--- src/rtl/vn_alloc_ctrl_pkg.sv ---
// vn_alloc_ctrl_pkg: sizes and FSM state type shared by the VN allocator files.
package vn_alloc_ctrl_pkg;
    localparam int NUM_PES    = 4;
    localparam int LOG2_PES   = 2;
    localparam int CNT_W      = 16;
    localparam int LANE_CNT_W = LOG2_PES + 1;
    localparam int VN_W       = NUM_PES * LOG2_PES;
    localparam logic [LANE_CNT_W-1:0] PES_L = LANE_CNT_W'(NUM_PES);
    typedef enum logic [1:0] {PACK, STAT, STREAM} vn_alloc_state_t;
endpackage

--- src/rtl/vn_alloc_ctrl_if.sv ---
// vn_alloc_ctrl_if: length-queue input and FAN-controller output bundle of the VN allocator.
interface vn_alloc_ctrl_if;
    import vn_alloc_ctrl_pkg::*;
    logic                  i_len_valid;
    logic [LANE_CNT_W-1:0] i_len;
    logic                  i_len_last;
    logic                  o_len_ready;
    logic [CNT_W-1:0]      i_stream_len;
    logic [VN_W-1:0]       o_vn;
    logic [NUM_PES-1:0]    o_lane_mask;
    logic                  o_stationary;
    logic                  o_data_valid;
    logic                  o_busy;
    logic                  o_err;
    modport master (
        output i_len_valid, i_len, i_len_last, i_stream_len,
        input  o_len_ready, o_vn, o_lane_mask, o_stationary, o_data_valid, o_busy, o_err
    );
    modport slave (
        input  i_len_valid, i_len, i_len_last, i_stream_len,
        output o_len_ready, o_vn, o_lane_mask, o_stationary, o_data_valid, o_busy, o_err
    );
endinterface

--- src/rtl/vn_alloc_ctrl_lane_fill.sv ---
// vn_alloc_ctrl_lane_fill: keeps packed lane ids below used and gives padding lanes unique ids.
module vn_alloc_ctrl_lane_fill
    import vn_alloc_ctrl_pkg::*;
(
    input  logic [LANE_CNT_W-1:0] used_i,
    input  logic [LANE_CNT_W-1:0] k_i,
    input  logic [VN_W-1:0]       ids_i,
    output logic [VN_W-1:0]       vn_o,
    output logic [NUM_PES-1:0]    mask_o
);
    for (genvar j = 0; j < NUM_PES; j++) begin : g_lane
        localparam logic [LANE_CNT_W-1:0] J = LANE_CNT_W'(j);
        logic [LOG2_PES-1:0] pad;
        assign pad = LOG2_PES'(k_i + J - used_i);
        assign mask_o[j] = J < used_i;
        assign vn_o[j*LOG2_PES+:LOG2_PES] = mask_o[j] ? ids_i[j*LOG2_PES+:LOG2_PES] : pad;
    end
endmodule

--- src/rtl/vn_alloc_ctrl.sv ---
// vn_alloc_ctrl: packs VN lengths into NUM_PES-wide folds, then issues one stationary and N streaming beats.
// Define VN_ALLOC_PERF_EN to add the o_perf_folds / o_perf_pad_lanes counters.
module vn_alloc_ctrl
    import vn_alloc_ctrl_pkg::*;
(
    input  logic clk,
    input  logic rst,
`ifdef VN_ALLOC_PERF_EN
    output logic [31:0] o_perf_folds,
    output logic [31:0] o_perf_pad_lanes,
`endif
    vn_alloc_ctrl_if.slave bus
);
    vn_alloc_state_t state_q, state_d;
    logic [LANE_CNT_W-1:0] used_q, used_d, k_q, k_d;
    logic [VN_W-1:0]       ids_q, ids_d, vn_q, vn_fill;
    logic [NUM_PES-1:0]    mask_q, mask_fill;
    logic [CNT_W-1:0]      len_q, cnt_q;
    logic [LANE_CNT_W:0]   sum;
    logic                  err_q, big, ready, acc, close, done;

    // Oversize words are always taken so they can be dropped and flagged.
    assign big   = bus.i_len > PES_L;
    assign sum   = {1'b0, used_q} + {1'b0, bus.i_len};
    assign ready = state_q == PACK && (big || sum <= {1'b0, PES_L});
    assign acc   = bus.i_len_valid && ready;
    assign done  = (state_q == STAT && len_q == '0) ||
                   (state_q == STREAM && cnt_q == len_q - CNT_W'(1));

    vn_alloc_ctrl_lane_fill u_fill (
        .used_i (used_d),
        .k_i    (k_d),
        .ids_i  (ids_d),
        .vn_o   (vn_fill),
        .mask_o (mask_fill)
    );

    always_comb begin
        used_d = used_q;
        k_d    = k_q;
        ids_d  = ids_q;
        close  = 1'b0;
        if (acc && !big && bus.i_len != '0) begin
            used_d = sum[LANE_CNT_W-1:0];
            k_d    = k_q + LANE_CNT_W'(1);
            for (int j = 0; j < NUM_PES; j++)
                if (LANE_CNT_W'(j) >= used_q && LANE_CNT_W'(j) < used_d)
                    ids_d[j*LOG2_PES+:LOG2_PES] = k_q[LOG2_PES-1:0];
        end
        // In PACK a valid word that is not taken cannot fit, so it closes the fold.
        if (state_q == PACK)
            close = acc ? (used_d == PES_L || (bus.i_len_last && used_d != '0)) : bus.i_len_valid;
        if (done) begin
            used_d = '0;
            k_d    = '0;
        end
        state_d = close ? STAT :
                  state_q == STAT ? (len_q != '0 ? STREAM : PACK) :
                  done ? PACK : state_q;
    end

    always_ff @(posedge clk) begin
        if (rst) begin
            state_q <= PACK;
            used_q  <= '0;
            k_q     <= '0;
            ids_q   <= '0;
            vn_q    <= '0;
            mask_q  <= '0;
            len_q   <= '0;
            cnt_q   <= '0;
            err_q   <= 1'b0;
        end else begin
            state_q <= state_d;
            used_q  <= used_d;
            k_q     <= k_d;
            ids_q   <= ids_d;
            cnt_q   <= state_q == STREAM ? cnt_q + CNT_W'(1) : '0;
            if (close) begin
                vn_q   <= vn_fill;
                mask_q <= mask_fill;
                len_q  <= bus.i_stream_len;
            end
            if (acc && big)
                err_q <= 1'b1;
        end
    end

    assign bus.o_len_ready  = ready;
    assign bus.o_vn         = vn_q;
    assign bus.o_lane_mask  = mask_q;
    assign bus.o_stationary = state_q == STAT;
    assign bus.o_data_valid = state_q != PACK;
    assign bus.o_busy       = state_q != PACK || used_q != '0;
    assign bus.o_err        = err_q;

`ifdef VN_ALLOC_PERF_EN
    logic [31:0] folds_q, pad_q;
    always_ff @(posedge clk) begin
        if (rst) begin
            folds_q <= '0;
            pad_q   <= '0;
        end else if (state_q == STAT) begin
            folds_q <= folds_q + 32'd1;
            pad_q   <= pad_q + 32'(PES_L - used_q);
        end
    end
    assign o_perf_folds     = folds_q;
    assign o_perf_pad_lanes = pad_q;
`endif
endmodule

--- src/flat_wrapper.sv ---
// flat-port wrapper written by rule: the top's interface ports become plain ports
module vn_alloc_ctrl_flat import vn_alloc_ctrl_pkg::*;
  (clk, rst, bus_i_len_valid, bus_i_len, bus_i_len_last, bus_i_stream_len, bus_o_len_ready, bus_o_vn, bus_o_lane_mask, bus_o_stationary, bus_o_data_valid, bus_o_busy, bus_o_err);
  vn_alloc_ctrl_if bus_i ();
  input  logic clk;
  input  logic rst;
  input wire logic [$bits(bus_i.i_len_valid)-1:0] bus_i_len_valid;
  input wire logic [$bits(bus_i.i_len)-1:0] bus_i_len;
  input wire logic [$bits(bus_i.i_len_last)-1:0] bus_i_len_last;
  input wire logic [$bits(bus_i.i_stream_len)-1:0] bus_i_stream_len;
  output wire logic [$bits(bus_i.o_len_ready)-1:0] bus_o_len_ready;
  output wire logic [$bits(bus_i.o_vn)-1:0] bus_o_vn;
  output wire logic [$bits(bus_i.o_lane_mask)-1:0] bus_o_lane_mask;
  output wire logic [$bits(bus_i.o_stationary)-1:0] bus_o_stationary;
  output wire logic [$bits(bus_i.o_data_valid)-1:0] bus_o_data_valid;
  output wire logic [$bits(bus_i.o_busy)-1:0] bus_o_busy;
  output wire logic [$bits(bus_i.o_err)-1:0] bus_o_err;
  assign bus_i.i_len_valid = bus_i_len_valid;
  assign bus_i.i_len = bus_i_len;
  assign bus_i.i_len_last = bus_i_len_last;
  assign bus_i.i_stream_len = bus_i_stream_len;
  assign bus_o_len_ready = bus_i.o_len_ready;
  assign bus_o_vn = bus_i.o_vn;
  assign bus_o_lane_mask = bus_i.o_lane_mask;
  assign bus_o_stationary = bus_i.o_stationary;
  assign bus_o_data_valid = bus_i.o_data_valid;
  assign bus_o_busy = bus_i.o_busy;
  assign bus_o_err = bus_i.o_err;
  vn_alloc_ctrl u_core (.clk(clk), .rst(rst), .bus(bus_i));
endmodule
--- config.mk ---
export PLATFORM = sky130hd
export DESIGN_NAME = vn_alloc_ctrl_flat
export DESIGN_NICKNAME = d
export VERILOG_FILES = /design/src/rtl/vn_alloc_ctrl_pkg.sv /design/src/rtl/vn_alloc_ctrl_if.sv /design/src/rtl/vn_alloc_ctrl_lane_fill.sv /design/src/rtl/vn_alloc_ctrl.sv /design/src/flat_wrapper.sv
export SDC_FILE = /design/constraint.sdc
export NUM_CORES = 1
export LEC_CHECK = 0
export BUFFER_PORTS_ARGS = -buffer_cell sky130_fd_sc_hd__buf_2
export CAP_MARGIN = 20
export CORE_MARGIN = 10
export CORE_UTILIZATION = 61
export DETAILED_ROUTE_END_ITERATION = 7
export GPL_TIMING_DRIVEN = 0
export MAX_ROUTING_LAYER = met4
export PLACE_DENSITY = 0.84
export SYNTH_ARGS = -nofsm -noshare
export SYNTH_HDL_FRONTEND = slang
export SYNTH_HIERARCHICAL = 1
export SYNTH_SLANG_ARGS = --single-unit
--- constraint.sdc ---
create_clock -name clk -period 7.17 [get_ports clk]
set_input_delay 2.151 -clock clk [delete_from_list [all_inputs] [get_ports clk]]
set_output_delay 2.151 -clock clk [all_outputs]
set_load 0.02 [all_outputs]
=== Yosys cells after proc, flatten, opt, wreduce, memory -nomap -nowiden ===
Cells that the tools add are included.

* $add $sub $neg: 11
* Multipliers: 0
* Divide/modulo/power cells: 0
* $lt $le $gt $ge: 14
* Equality and inequality tests: 4
* Shift-type cells: 0
* Multiplexer cells: 19
* Bitwise gates (word level): 1
* Reductions and logical operators: 28

{| class="wikitable"
|+ Operators with widths
! cell !! count
|-
| two-way mux 2 bit || 11
|-
| adder 16 x 1 -> 16 bit (second input constant) || 1
|-
| equality test 16 bit || 1
|-
| logical NOT 16 bit || 1
|-
| nonzero test 16 bit || 1
|-
| subtractor 16 x 1 -> 16 bit (second input constant) || 1
|-
| logical AND 1 bit || 12
|-
| < comparator 1 x 3 -> 1 bit (first input constant) || 4
|-
| < comparator 2 x 3 -> 1 bit (first input constant) || 4
|-
| two-way mux 3 bit || 4
|-
| nonzero test 3 bit || 4
|-
| two-way mux 8 bit || 1
|-
| subtractor 2 bit || 4
|-
| >= comparator 1 x 3 -> 1 bit (first input constant) || 2
|-
| >= comparator 2 x 3 -> 1 bit (first input constant) || 2
|-
| adder 2 bit (second input constant) || 2
|-
| adder 3 x 3 -> 4 bit || 1
|-
| less-or-equal comparator 4 x 3 -> 1 bit (second input constant) || 1
|-
| logical OR 1 bit || 4
|-
| nonzero test 2 bit || 2
|-
| OR reduction 2 bit || 2
|-
| adder 3 x 1 -> 3 bit (second input constant) || 1
|-
| equality test 3 bit (second input constant) || 1
|-
| > comparator 3 bit (second input constant) || 1
|-
| 7 further kinds || 9
|}

* Register bits after elaboration: 61
* Latch bits: 0
* RAM bits: 0
* ROM bits: 0
* Input port bits: 23
* Output and inout bits: 17
* Word-level logic and storage cells: 87
* Memories kept: 0

=== Longest topological paths before layout ===
Gate-level depths: netlist of the first run.

* Depth in word-level cells: 14
* Mapped depth: 17
* Depth with buffers taken out: 15

=== Cells and area by module ===
The synthesis of the first run kept the hierarchy.

{| class="wikitable"
|+ Modules (own cells, without submodules)
! module !! times used !! cells an instance !! area each (um^2) !! sequential area each (um^2)
|-
| vn_alloc_ctrl || 1 || 376 || 3493.4 || 1221.2
|-
| vn_alloc_ctrl_lane_fill || 1 || 33 || 219.0 || 0.0
|}

=== Worst setup path before layout of the first run ===
Ideal clock, no wire load.

* Kind: input to output
* From: input port bus_i_len[0]
* To: output port bus_o_len_ready
* Arrival: 3.833 ns
* Data required time: 5.019 ns
* Setup slack: 1.186 ns
* Stages on the path: 6
* Path buffers: 0
* Cell sequence: ha_1 fa_1 or2_1 a221oi_2 nor2_1 nor2_1

* Longest elaborated chain between the ends: 4
* Elaborated cells between the ends (all ways): 5
* Classes of those cells: add/sub (1); order compare (2); reduce/logical (2)

{| class="wikitable"
|+ Ends and longest elaborated chain
! element !! RTL line !! text
|-
| start: declaration || flat_wrapper.sv:8 || <nowiki>input wire logic [$bits(bus_i.i_len)-1:0] bus_i_len;</nowiki>
|-
| adder 3 x 3 -> 4 bit || vn_alloc_ctrl.sv:24 || <nowiki>assign sum = {1'b0, used_q} + {1'b0, bus.i_len};</nowiki>
|-
| less-or-equal comparator 4 x 3 -> 1 bit || vn_alloc_ctrl.sv:25 || <nowiki>assign ready = state_q == PACK && (big || sum <= {1'b0, PES_L});</nowiki>
|-
| logical OR 1 bit * || vn_alloc_ctrl.sv:25 ||
|-
| logical AND 1 bit * || vn_alloc_ctrl.sv:25 ||
|-
| end: declaration || flat_wrapper.sv:11 || <nowiki>output wire logic [$bits(bus_i.o_len_ready)-1:0] bus_o_len_ready;</nowiki>
|}

Mark *: on every way between the ends. The rest lies on a longest branch, timed or not.

=== Worst setup path in the final report of the first run ===
Ends and elaborated chain as after synthesis.

==> results.md, run 1 <==
* DP HPWL at 6220 um
* Starting Density at 62.3%
* CP Max Fanout at 5
* DP Cell Count at a little over 500
* First-pass GRT wire length at 14200 um
* Largest net degree at the start of global routing at 11
* CTS tree: built
* Initial DRC count at 223
* Worst EP arrival at 4010 ps
* Clock Latency Late Sink at between 300 and 400 ps
* H-tree Lvls at 3
* Min cycle time layout at between 6000 and 7000 ps
* Tcrit/Tclk final at a little under nine tenths
* Leak pwr at 1.72 nW
* CTS Buf Count at 9
* Wire per inst at 15.6 um
* Sink Count at 60
* Clock slew at reported path FFs at 70 ps
* Yosys warnings at 6
* VDD IR-drop max at 0.182 mV
* Hold Path Stages at 2
* Outcome: finished clean
* Hold Path Origin: u_core/bus.o_lane_mask[1]
* DRT antenna net count at 0
* Largest stage delay, worst path at 510 ps
* Via count of the first global-routing pass at roughly 3000
* Ports at 40
* Fillers at around 460
* Core area at 5890 um2
* CTS resizes at 0
* Initial antenna violation count at 0
* Worst Path Required at 5020 ps
* Antenna cells at 0
* Max-cap violations at 0
* Fmax at roughly 160 MHz
* Detailed Route WL at 8310 um
* Count of final hold-check violations at 0
* Avg Inst Size Synth at 9.08 um2
* Area growth from synthesis to layout at 14.7%
* Setup violators final at 0
* DRC Markers at 0
* Hold Path Class: reg2reg
* Post-synth net total at 438
* Die Width at 97.5 um
* Via density at ~5.6
* Critical path, cell by cell: buf_2 > ha_1 > fa_1 > or2_1 > a221oi_2 > nor2_1 > nor2_1 > buf_2
* # Post-CTS Setup Buffers at 0
* Layout Nets at 488
* Worst r2r path cells at 13
* Full die area at between 9000 and 10000 um2
* Type of destination of the critical path: output port
* CTS Hold Bufs at 0
* Slew Viols, Final at 0
* Mapped Cells at 404
* Worst Path Class, Setup: in2out
* Crit Reg-Reg Endpoint: u_core/bus.o_vn[5]
* Root buf cell: clkbuf_8
* CP Launch Type: primary input
* Synthesized cell area at 3670 um2
* Setup tns final at 0 ps
* Share of cells above drive strength 1 at 19.0%
* Cell Rows at 28
* Power Density at 288 nW/um2
* DIE HEIGHT at a little under 100 um
* Remaining Overflow, GRT at 0
* Clk buf depth at 2
* Vias at 2996
* Slowest cell on crit path: fa_1
* Worst reg2reg setup slack at 3140 ps
* Port buffer count at 39
* Tightest Pin Transition at roughly 800 ps
* Total track usage at 18.2%
* Initial DRT Pass Iterations at 4
* RSZ-0062 raised after global routing: false
* GP Congestion at 0.881
* Worst hold endpoint: u_core/bus.o_lane_mask[1]
* Finished Layout Cells at 534
* Worst Skew at 6.31 ps
* FF-to-FF Start: u_core/used_q[0]
* Slew headroom at 46.2%
[cell usage in the layout, fill, tap and decap left out, types with 8 or more instances in the layout]
cell type	instances
dfxtp_1	60
nand2b_1	56
buf_2	41
nor2_1	35
mux2i_1	32
xnor2_1	21
xor2_1	20
clkbuf_1	16
nand2_1	14
nor3_1	12
clkbuf_8	11
inv_1	10
a21oi_1	10
ha_1	10
mux2_2	8
nor2b_1	8
nand3_1	8
[metal layers]
| layer | wire, um | part of all wire, % | track usage [%] |
|---|---|---|---|
| met2 | 3810 | 46 | 27.6 |
| met4 | 156 | 1.9 | 8.39 |
| met3 | 474 | 5.7 | 3.84 |
| met5 | 0 | 0 | - |
| met1 | 3870 | 47 | 22.4 |
[registers in the layout, summed over array words and instances, names as in the netlist]
| signal | cells |
|---|---|
| u_core/ids_q | 8 |
| u_core/cnt_q | 16 |
| u_core/used_q | 3 |
| u_core/bus.o_err | 1 |
| u_core/bus.o_lane_mask | 4 |
| u_core/bus.o_vn | 8 |
| u_core/state_q | 2 |
| u_core/len_q | 16 |
| u_core/k_q | 2 |
[cell type report]
cell class / instances / area, um2 / share of cell area, %
Inverter: 10 / 37.5 / 0.892
Tap cell: 75 / 93.8 / 2.23
Sequential cell: 60 / 1200 / 28.6
Clock inverter: 4 / 95.1 / 2.26
Clock buffer: 12 / 155 / 3.69
Timing Repair Buffer: 39 / 195 / 4.64
Buffer: 23 / 116 / 2.77
Multi-Input combinational cell: 311 / 2310 / 55.0
[power breakdown]
group | leakage, nW | switching, mW | internal (mW) | total [mW]
Combinational | 1.11 | 0.235 | 0.191 | 0.426
Clock | 0.127 | 0.134 | 0.249 | 0.383
Sequential | 0.486 | 0.0382 | 0.365 | 0.404
[how the worst max path moves through the flow]
stage	start	slack [ps]	depth (start not counted)	end
finish	bus_i_len[0]	1010	8	bus_o_len_ready
global route	bus_i_len[0]	840	8	bus_o_len_ready
CTS	bus_i_len[0]	1010	8	bus_o_len_ready
detailed placement	bus_i_len[0]	1020	8	bus_o_len_ready
global placement	bus_i_len[0]	1040	8	bus_o_len_ready
floorplan	bus_i_len[0]	1220	6	bus_o_len_ready
[critical path, delay by kind of cell]
kind                       cells  cell delay (ps)
AOI/OAI and AO/OA              1              400
adders and majority gates      2              730
buffers and inverters          2              280
and+or+nand+nor                3              440
[through the flow]
stage | utilization (%) | area, um2 | setup slack, ps | power, mW | hold WS (ps)
final | 71.5 | 4210 | 1010 | 1.21 | 477
after global routing | 71.5 | 4210 | 838 | 1.28 | 490
after CTS | 71.5 | 4210 | 1010 | 1.22 | 480
after detailed placement | 67.2 | 3960 | 1020 | 0.829 | 469
after global placement | 67.2 | 3960 | 1040 | 0.818 | 448
after floorplan | - | 3670 | 1220 | 0.735 | 447
Power figures use the tool's default switching activity.
==> run 2: changes to the inputs <==
--- a/config.mk
+++ b/config.mk
@@ -11,7 +11,6 @@
 export CORE_UTILIZATION = 61
 export DETAILED_ROUTE_END_ITERATION = 7
 export GPL_TIMING_DRIVEN = 0
-export MAX_ROUTING_LAYER = met4
 export PLACE_DENSITY = 0.84
 export SYNTH_ARGS = -nofsm -noshare
 export SYNTH_HDL_FRONTEND = slang
==> results.md, run 2 (synthesized netlist as in run 1, its figures left out) <==
* RSZ-0062 raised after global routing: false
* Final Worst Setup Slack at approximately 950 ps
* CTS resizes at 0
* Full die area at around 9500 um2
* Internal Power at 0.714 mW
* Remaining Overflow, GRT at 0
* Slew Viols, Final at 0
* Commonest non-fill, non-tap cells in the layout: 60 x dfxtp_1, 56 x nand2b_1, 41 x buf_2, 35 x nor2_1, 32 x mux2i_1
* Power Total at 1.12 mW
* Count of final hold-check violations at 0
* Clk buf depth at 2
* Worst reg2reg setup slack at a little over 3000 ps
* Pre-CTS setup slack at 966 ps
* CTS Buf Count at 9
* Fmax at 161 MHz
* Crit Reg-Reg Endpoint: u_core/bus.o_vn[5]
* Slew headroom at 46.1%
* Clock slew at reported path FFs at 70 ps
* Ports at 40
* Via count of the first global-routing pass at roughly 2900
* CP Launch Type: primary input
* Worst Path Required at 5020 ps
* Hold Path Stages at 2
* Switching share of power at ~36%
* Finished Layout Cells at 534
* Setup violators final at 0
* Worst Path Class, Setup: in2out
* Hold Path Origin: u_core/bus.o_vn[7]
* Initial DRT Pass Iterations at 4
* Worst hold endpoint: u_core/bus.o_vn[7]
* Die Width at 97.5 um
* DIE HEIGHT at between 90 and 100 um
* Min cycle time layout at 6220 ps
* Commonest non-fill, non-tap cell in the layout: dfxtp_1
* Area growth from synthesis to layout at 12.9%
* First-pass GRT wire length at 14000 um
* Sink Count at 60
* Root buf cell: clkbuf_8
* Share of cells above drive strength 1 at 18.7%
* Starting Density at 62.3%
* Hold Path Class: reg2reg
* Setup tns final at 0 ps
* Sequential share of power at 36.0%
* Total track usage at approximately 17%
* GP Congestion at roughly 0.87
* # Post-CTS Setup Buffers at 0
* Worst EP arrival at 4070 ps
* Layout Nets at 488
* Max-cap violations at 0
* Port buffer count at 39
* Tightest Pin Transition at 802 ps
* Cell Rows at 28
* Leak pwr at 1.69 nW
* Clock power frac at about a quarter
* Initial DRC count at roughly 160
* Core area at ~6000 um2
* Switching power at 0.404 mW
* Detailed Route WL at 8250 um
* DRT antenna net count at 0
* Wire per inst at 15.4 um
* Largest net degree at the start of global routing at 11
* Outcome: finished clean
* Worst r2r path cells at 13
* Via density at 5.54
* Vias at 2956
* Tcrit/Tclk final at between 80% and 90%
* FF-to-FF Start: u_core/used_q[0]
* DP Cell Count at 518
* H-tree Lvls at 3
* Clock Latency Late Sink at 340 ps
* DRC Markers at 0
* CP Max Fanout at 5
* Combinational Power Share at 38.2%
* CTS Hold Bufs at 0
* Core Util, Final at 70.3%
* CTS tree: built
* Fillers at slightly below 500
* Antenna cells at 0
* Initial antenna violation count at 0
* Power Density at 270 nW/um2
* VDD IR-drop max at 0.184 mV
* Worst Skew at roughly 7.2 ps
* Type of destination of the critical path: output port
* DP HPWL at 6140 um
* Biggest regs: u_core/cnt_q (16), u_core/len_q (16)
run 2: critical path, cell delays in order:
cell      delay, ps
buf_2           120
ha_1            220
fa_1            520
or2_1           290
a221oi_2        420
nor2_1           80
nor2_1          100
buf_2           170
run 2: how the worst max path moves through the flow:
stage                 endpoint          from  slack (ps)
6_report       bus_o_len_ready  bus_i_len[0]         950
5_1_grt        bus_o_len_ready  bus_i_len[0]         810
4_1_cts        bus_o_len_ready  bus_i_len[0]         960
3_5_place_dp   bus_o_len_ready  bus_i_len[0]         970
3_3_place_gp   bus_o_len_ready  bus_i_len[0]        1040
2_1_floorplan  bus_o_len_ready  bus_i_len[0]        1220
run 2: power by group through the flow:
stage,combinational [mW],clock [mW],sequential [mW]
global placement,0.410,0,0.407
CTS,0.424,0.296,0.402
detailed placement,0.420,0,0.409
global route,0.470,0.310,0.407
floorplan,0.319,0,0.416
finish,0.427,0.289,0.403
run 2: layout make-up:
type	count	area, um2	area share [%]
well taps	75	93.8	2.27
plain buffers	23	116	2.81
repair buffers	39	195	4.71
flip-flops and latches	60	1200	29.0
clock inverters	5	52.6	1.27
inverters	10	37.5	0.907
clock buffers	11	131	3.17
multi-input cells	311	2310	55.8
run 2: per-stage QoR:
step,cell area (um2),hold slack (ps)
after detailed placement,3960,463
final,4140,477
after global placement,3960,449
after CTS,4140,480
after global routing,4140,489
after floorplan,3670,447
run 2: routing by layer:
layer	vias up	track usage [%]	share of wire, %
li1	1499	-	-
met1	1391	22.7	49
met2	55	26.2	45
met3	11	3.98	4.8
met4	0	8.28	1.2
met5	-	0	0
==> run 3: changes to the inputs <==
--- a/config.mk
+++ b/config.mk
@@ -10,8 +10,8 @@
 export CORE_MARGIN = 10
 export CORE_UTILIZATION = 61
 export DETAILED_ROUTE_END_ITERATION = 7
-export GPL_TIMING_DRIVEN = 0
 export PLACE_DENSITY = 0.84
+export RECOVER_POWER = 25
 export SYNTH_ARGS = -nofsm -noshare
 export SYNTH_HDL_FRONTEND = slang
 export SYNTH_HIERARCHICAL = 1
==> results.md, run 3 (synthesized netlist as in run 1, its figures left out) <==
* Outcome: complete, but fails checks
* Failing checks: max-capacitance violations, max-slew violations
* Setup tns final at 0 ps
* Worst hold endpoint: u_core/bus.o_lane_mask[3]
* Initial antenna violation count at 0
* Initial DRT Pass Iterations at 4
* Largest stage delay, worst path at about 520 ps
* CTS Buf Count at 9
* Slew headroom at -44.6%
* Full die area at approximately 9500 um2
* CP Max Fanout at 5
* Count of final hold-check violations at 0
* Starting Density at approximately 62%
* GP Congestion at between 0.9 and 1
* Biggest regs: u_core/cnt_q (16), u_core/len_q (16)
* Final instance area at 4030 um2
* First-pass GRT wire length at around 13000 um
* Tcrit/Tclk final at 85.8%
* Largest net degree at the start of global routing at 74
* Total track usage at 16.2%
* Reg area at 1200 um2
* Worst EP arrival at 4000 ps
* Worst reg2reg setup slack at 3140 ps
* Slowest cell on crit path: fa_1
* CTS tree: built
* FF-to-FF Start: u_core/used_q[0]
* Fillers at 512
* DIE HEIGHT at 97.5 um
* Power Density at 278 nW/um2
* CP Launch Type: primary input
* Via count of the first global-routing pass at slightly below 3000
* Max-cap violations at 1
* Setup violators final at 0
* # Post-CTS Setup Buffers at 0
* DP Area at slightly below 4000 um2
* Tightest Pin Transition at 2170 ps
* Clk buf depth at 2
* Sink Count at 60
* Fmax at 163 MHz
* Antenna cells at 0
* Layout Nets at 465
* Clock slew at reported path FFs at about 70 ps
* VDD IR-drop max at 0.195 mV
* DRT antenna net count at 0
* CTS resizes at 0
* Worst Skew at 6.22 ps
* Cell Rows at 28
* Remaining Overflow, GRT at 0
* Slew Viols, Final at 74
* Multi-input logic area at 2310 um2
* Worst Path Class, Setup: in2out
* Detailed Route WL at 7750 um
* Port buffer count at 39
* DP HPWL at 5520 um
* Worst Path Required at about 5000 ps
* Clock Latency Late Sink at about 340 ps
* Share of cells above drive strength 1 at 15.4%
* Area growth from synthesis to layout at 9.76%
* Core area at 5890 um2
* Vias at 2920
* Min cycle time layout at 6150 ps
* CTS Hold Bufs at 0
* Hold Path Stages at 2
* Root buf cell: clkbuf_8
* Die Width at a little under 100 um
* Commonest non-fill, non-tap cell in the layout: dfxtp_1
* Worst r2r path cells at 13
* H-tree Lvls at 3
* Critical path, cell by cell: buf_2 > ha_1 > fa_1 > or2_1 > a221oi_2 > nor2_1 > nor2_1 > buf_2
* DRC Markers at 0
* Crit Reg-Reg Endpoint: u_core/bus.o_vn[5]
* Via density at 5.71
* Ports at 40
* RSZ-0062 raised after global routing: false
* Commonest non-fill, non-tap cells in the layout: 60 x dfxtp_1, 56 x nand2b_1, 35 x nor2_1, 32 x mux2i_1, 25 x buf_2
* Wire per inst at 15.2 um
* Type of destination of the critical path: output port
* Hold Path Origin: u_core/bus.o_lane_mask[3]
* Hold Path Class: reg2reg
* Initial DRC count at 210
* Leak pwr at 1.58 nW
run 3: area by class of cell:
| cell class | instances | share of cell area, % |
|---|---|---|
| clock buffer | 11 | 3.76 |
| sequential | 60 | 29.8 |
| tap | 75 | 2.33 |
| clock inverter | 5 | 1.24 |
| multi-input combinational | 311 | 57.5 |
| inverter | 10 | 0.933 |
| timing repair buffer | 39 | 4.41 |
run 3: critical path: cells and delay by family:
family	cells	cell delay, ps
compound gates	1	390
fa+ha+maj	2	730
buf+inv	2	280
simple gates	3	450
run 3: routing by layer:
metal  wire length [um]  track usage (%)  up-vias
met5                  0                0        -
met4                144             7.94        0
met3                440             4.48       14
met2               3490             24.9       91
met1               3670             20.1     1369
li1                   -                -     1446
run 3: report_power, final:
| group | internal, mW | leakage (nW) | switching (mW) | total, mW |
|---|---|---|---|---|
| Clock | 0.177 | 0.109 | 0.130 | 0.307 |
| Sequential | 0.365 | 0.486 | 0.0392 | 0.405 |
| Combinational | 0.179 | 0.989 | 0.227 | 0.406 |
| Total | 0.721 | 1.58 | 0.396 | 1.12 |
run 3: worst max path at each step:
| stage | startpoint | cells past startpoint | to |
|---|---|---|---|
| floorplan | bus_i_len[0] | 6 | bus_o_len_ready |
| global placement | bus_i_len[0] | 8 | bus_o_len_ready |
| detailed placement | bus_i_len[0] | 8 | bus_o_len_ready |
| CTS | bus_i_len[0] | 8 | bus_o_len_ready |
| global route | bus_i_len[0] | 8 | bus_o_len_ready |
| finish | bus_i_len[0] | 8 | bus_o_len_ready |
run 3: metrics by stage:
stage | hold WS, ps | util (%) | power (mW) | worst slack [ps] | std cells
after floorplan | 447 | - | 0.735 | 1220 | 404
after global placement | 449 | 65.3 | 0.802 | 1090 | 495
after detailed placement | 464 | 65.3 | 0.813 | 1010 | 495
after CTS | 475 | 68.7 | 1.12 | 1010 | 511
after global routing | 495 | 68.4 | 1.19 | 892 | 511
final | 474 | 68.4 | 1.12 | 1020 | 511
